### src/rtl/piso_mux_pkg.sv
// Shared state encoding and default width for piso_mux.
// S_PARITY is only part of the encoding when PISO_MUX_PARITY_EN is defined.
package piso_mux_pkg;

  localparam int DEFAULT_N = 8;

`ifdef PISO_MUX_PARITY_EN
  typedef enum logic [1:0] {S_IDLE, S_SHIFT, S_PARITY} state_t;
`else
  typedef enum logic [1:0] {S_IDLE, S_SHIFT} state_t;
`endif

endpackage

### src/rtl/piso_mux_mux_n.sv
// Parameterised N:1 combinational bit mux; select codes >= N produce 0.
module mux_n
  import piso_mux_pkg::*;
#(
  parameter int N     = DEFAULT_N,
  parameter int SEL_W = $clog2(N)
) (
  input  logic [N-1:0]     data,
  input  logic [SEL_W-1:0] select,
  output logic             out
);

  always_comb begin
    out = 1'b0;
    for (int i = 0; i < N; i++) begin
      if (select == SEL_W'(i)) out = data[i];
    end
  end

endmodule

### src/rtl/piso_mux.sv
// Parallel-in / serial-out: loads an N-bit word, then shifts it out LSB first.
// Define PISO_MUX_PARITY_EN to append an even-parity beat after bit N-1.
module piso_mux
  import piso_mux_pkg::*;
#(
  parameter  int N     = DEFAULT_N,
  localparam int SEL_W = $clog2(N)
) (
  input  logic             clk,
  input  logic             rst,
  input  logic [N-1:0]     data_in,
  input  logic             load_valid,
  output logic             load_ready,
  output logic             serial_out,
  output logic             serial_valid,
  input  logic             serial_ready,
  output logic [SEL_W-1:0] index,
  output logic             done
);

  localparam logic [SEL_W-1:0] LAST_IDX = SEL_W'(N - 1);

  state_t           state_q, state_d;
  logic [N-1:0]     shift_buf_q, shift_buf_d;
  logic [SEL_W-1:0] index_q, index_d;
  logic             load_ready_q, load_ready_d;
  logic             serial_valid_q, serial_valid_d;
  logic             done_q, done_d;
  logic             mux_bit;
  logic             beat;

  mux_n #(.N(N), .SEL_W(SEL_W)) u_mux (
    .data   (shift_buf_q),
    .select (index_q),
    .out    (mux_bit)
  );

  assign beat = serial_valid_q && serial_ready;

  always_comb begin
    state_d        = state_q;
    shift_buf_d    = shift_buf_q;
    index_d        = index_q;
    load_ready_d   = load_ready_q;
    serial_valid_d = serial_valid_q;
    done_d         = 1'b0;
    case (state_q)
      S_IDLE: begin
        load_ready_d   = 1'b1;
        serial_valid_d = 1'b0;
        if (load_valid && load_ready_q) begin
          shift_buf_d    = data_in;
          index_d        = '0;
          state_d        = S_SHIFT;
          load_ready_d   = 1'b0;
          serial_valid_d = 1'b1;
        end
      end
      S_SHIFT: begin
        if (beat) begin
          if (index_q != LAST_IDX) begin
            index_d = index_q + SEL_W'(1);
          end else begin
`ifdef PISO_MUX_PARITY_EN
            // index parks on the last bit while the parity beat is presented
            state_d = S_PARITY;
`else
            state_d        = S_IDLE;
            index_d        = '0;
            serial_valid_d = 1'b0;
            load_ready_d   = 1'b1;
            done_d         = 1'b1;
`endif
          end
        end
      end
`ifdef PISO_MUX_PARITY_EN
      S_PARITY: begin
        if (beat) begin
          state_d        = S_IDLE;
          index_d        = '0;
          serial_valid_d = 1'b0;
          load_ready_d   = 1'b1;
          done_d         = 1'b1;
        end
      end
`endif
      default: begin
        state_d        = S_IDLE;
        index_d        = '0;
        serial_valid_d = 1'b0;
        load_ready_d   = 1'b1;
      end
    endcase
  end

  always_ff @(posedge clk or negedge rst) begin
    if (!rst) begin
      state_q        <= S_IDLE;
      shift_buf_q    <= '0;
      index_q        <= '0;
      load_ready_q   <= 1'b0;
      serial_valid_q <= 1'b0;
      done_q         <= 1'b0;
    end else begin
      state_q        <= state_d;
      shift_buf_q    <= shift_buf_d;
      index_q        <= index_d;
      load_ready_q   <= load_ready_d;
      serial_valid_q <= serial_valid_d;
      done_q         <= done_d;
    end
  end

  always_comb begin
    serial_out = 1'b0;
    if (state_q == S_SHIFT) serial_out = mux_bit;
`ifdef PISO_MUX_PARITY_EN
    else if (state_q == S_PARITY) serial_out = ^shift_buf_q;
`endif
  end

  assign load_ready   = load_ready_q;
  assign serial_valid = serial_valid_q;
  assign index        = index_q;
  assign done         = done_q;

endmodule

### config.mk
export PLATFORM = sky130hd
export DESIGN_NAME = piso_mux
export DESIGN_NICKNAME = d
export VERILOG_FILES = /design/src/rtl/piso_mux_pkg.sv /design/src/rtl/piso_mux_mux_n.sv /design/src/rtl/piso_mux.sv
export SDC_FILE = /design/constraint.sdc
export NUM_CORES = 1
export LEC_CHECK = 0
export ABC_AREA = 0
export BUFFER_PORTS_ARGS = -buffer_cell sky130_fd_sc_hd__buf_2
export CAP_MARGIN = 20
export CORE_MARGIN = 2
export CORE_UTILIZATION = 45
export DETAILED_ROUTE_END_ITERATION = 10
export PLACE_DENSITY = 0.66
export SLEW_MARGIN = 10
export SYNTH_ARGS = -nofsm -noshare
export SYNTH_HDL_FRONTEND = slang
export SYNTH_SLANG_ARGS = --single-unit
### constraint.sdc
create_clock -name clk -period 1.7 [get_ports clk]
set_input_delay 0.255 -clock clk [delete_from_list [all_inputs] [get_ports clk]]
set_output_delay 0.255 -clock clk [all_outputs]
set_load 0.005 [all_outputs]
==> results.sh <==
export IMPL_placed_cells=107
export IMPL_cp_slowest_stage_delay_ns=0.43
export IMPL_routed_via_density=5.281
export IMPL_num_vias=602
export IMPL_coreArea_mm2=0.001524
export IMPL_cts_made_buffers=3
export IMPL_drv_slew=0
export IMPL_die_width_um=44.68
export IMPL_fin_nets=117
export IMPL_crit_chain="inv_2 -> ha_4 -> buf_6 -> a21oi_2 -> a2111oi_4 -> o22ai_1 -> a21oi_1 -> buf_2"
export IMPL_pin_count=19
export IMPL_dp_hpwl_um=1120
export IMPL_portBuffers=18
export IMPL_fin_tns_setup_ns=-0.4432
export IMPL_synthesis_area_um2=744.5
export IMPL_maxClockFrequency_mhz=466.6
export IMPL_final_cell_mix="buf_2, dfrtp_1, buf_4"
export IMPL_synthCells=66
export IMPL_worstHoldStart="data_in[7]"
export IMPL_routedWlPerCell_um=14.09
export IMPL_synth_seq_cells=15
export IMPL_track_usage=0.1854
export IMPL_path_class="reg2out"
export IMPL_r2r_start="state_q[0]$_DFFE_PN0P_"
export IMPL_cp_start_kind="flop"
export IMPL_finalHoldViolCount=0
export IMPL_setup_viol=1
export IMPL_critPathTopFamily="compound AO/OA/AOI/OAI gates"
export IMPL_p_leak_uw=0.0004895
export IMPL_setup_slack_ns=-0.4432
export IMPL_drv_cap=0
export IMPL_r2r_end="shift_buf_q[3]$_DFFE_PN0P_"
export IMPL_cts_sinks=15
export IMPL_max_clock_path_buffers=2
export IMPL_reg2regPathDepth=3
export IMPL_violations="setup timing"
export IMPL_cts_max_level=1
export IMPL_start_util=0.4885
export IMPL_worstPathMaxFanout=3
export IMPL_period_share=1.261
export IMPL_crit_buf_inv=3
export IMPL_drt_iter0_drc=13
export IMPL_drt_pass1_iterations=4
export IMPL_worstMarginPinSlew_ns=0.3396
export IMPL_cp_slowest_cell="dfrtp_1"
export IMPL_grt_ovfl_total=0
export IMPL_syn_to_final_growth_pct=37.98
export IMPL_critPathRequiredTime_ns=1.44
export IMPL_vdd_drop_max_uv=800.8
export IMPL_yosys_warnings=0
export IMPL_p_per_area_mw_per_mm2=1687
export IMPL_whs_endpoint="shift_buf_q[7]$_DFFE_PN0P_"
export IMPL_holdCritPathClass="in2reg"
export IMPL_grt_pass1_wl_um=2608
export IMPL_rrSetupSlack_ns=0.26
export IMPL_grt_max_degree=16
export IMPL_fin_skew_ns=0.005173
export IMPL_syn_avg_cell_area_um2=11.28
export IMPL_num_rows=14
export IMPL_min_period_ns=2.143
export IMPL_grt_pass1_vias=608
export IMPL_place_congestion=0.8363
export IMPL_clk_pin_slew_ns=0.09
export IMPL_antenna_found_initial=0
export IMPL_root_buffer="clkbuf_4"
export IMPL_max_slew_margin=0.7736
export IMPL_layout_commonest_cell="buf_2"
export IMPL_die_area_mm2=0.001996
export IMPL_hold_worst_slack_ns=0.1857
export IMPL_holdPathStages=2
export IMPL_arrival_ns=1.89
export IMPL_synth_cell_types=20
export IMPL_wirelength_um=1606
export IMPL_end_kind="primary output"
export IMPL_tritoncts="done"
export IMPL_fin_cells=114
export IMPL_diodes=0
export IMPL_ant_nets=0
export IMPL_fin_util=0.6741
export IMPL_outcome="finished with violations"
export IMPL_place_ws_ns=-0.1662
export IMPL_grt_setup_unrepaired="yes"
export IMPL_synth_fp_nets=84
export IMPL_die_h_um=44.68
export IMPL_drive_above_1_share=0.5306
export IMPL_drc=0
export IMPL_clock_latency_ns=0.29
export IMPL_yosysSeqAreaShare=0.5042
power breakdown:
group          internal (uW)  switching, uW
clock                   87.6            120
sequential               511            119
combinational            502            393
total                   1100            632
Yosys cell counts:
cell,count,area [um2]
dfrtp_1,15,375.4
mux2_2,8,90.09
ha_1,6,75.07
inv_1,6,22.52
o21ai_0,6,30.03
a21oi_1,5,25.02
nand2_1,4,15.01
nand3_1,2,10.01
nand3b_1,2,15.01
nor2_1,2,7.510
a2111oi_2,1,15.01
a211oi_1,1,7.510
a21oi_2,1,8.760
a31oi_1,1,6.260
and2_1,1,6.260
and4bb_2,1,12.51
buf_2,1,5.000
nor2b_1,1,6.260
nor3_1,1,5.000
o22ai_1,1,6.260
per-layer routing:
metal | part of all wire | wire (um) | track usage | up-vias
li1 | - | - | - | 294
met1 | 0.45 | 719 | 0.2591 | 269
met2 | 0.46 | 732 | 0.2725 | 30
met3 | 0.064 | 102 | 0.02449 | 9
met4 | 0.032 | 51 | 0.1091 | 0
met5 | 0 | 0 | 0 | -
what timing repair did:
action | CTS | global route
setup buffers | 2 | 0
resized for setup | 9 | 5
endpoints found under the hold margin | 15 | 0
hold buffers | 1 | 0
pin swaps | 4 | 4
setup endpoints to repair | 1 | 1
sequential cells by signal (all words and copies together), names as in the netlist:
signal / count
load_ready: 1
done: 1
shift_buf_q: 8
index: 3
state_q: 1
serial_valid: 1
layout make-up:
| cell class | instances | area, um2 |
|---|---|---|
| well taps | 16 | 20.02 |
| flip-flops and latches | 15 | 376.6 |
| fillers | 120 | 496.7 |
| inverters | 6 | 22.52 |
| clock inverters | 1 | 5.005 |
| repair buffers | 29 | 178.9 |
| clock buffers | 3 | 22.52 |
| multi-input cells | 44 | 401.6 |
worst max path at each step:
stage                          from          to  slack, ns  cells past startpoint
4_1_cts        index[1]$_DFFE_PN0P_  serial_out      -0.43                      7
3_3_place_gp   index[1]$_DFFE_PN0P_  serial_out      -0.15                      7
3_5_place_dp   index[1]$_DFFE_PN0P_  serial_out      -0.17                      7
6_report       index[1]$_DFFE_PN0P_  serial_out      -0.44                      8
5_1_grt        index[1]$_DFFE_PN0P_  serial_out      -0.57                      8
2_1_floorplan  index[1]$_DFFE_PN0P_  serial_out      0.009                      6
through the flow:
stage                     power, uW  instance area (um2)
after floorplan                1016                744.5
final                          1733                 1027
after global routing           1844                 1027
after CTS                      1648                996.0
after global placement         1305                909.6
after detailed placement       1332                909.6
cell families after synthesis:
logic type                 synth area share
AOI/OAI and AO/OA                    0.1328
adders and majority gates            0.1008
buffers and inverters               0.03697
DFF                                  0.5042
muxes                                0.1210
and+or+nand+nor                      0.1042
No activity file was read; power rests on OpenSTA's default activity.
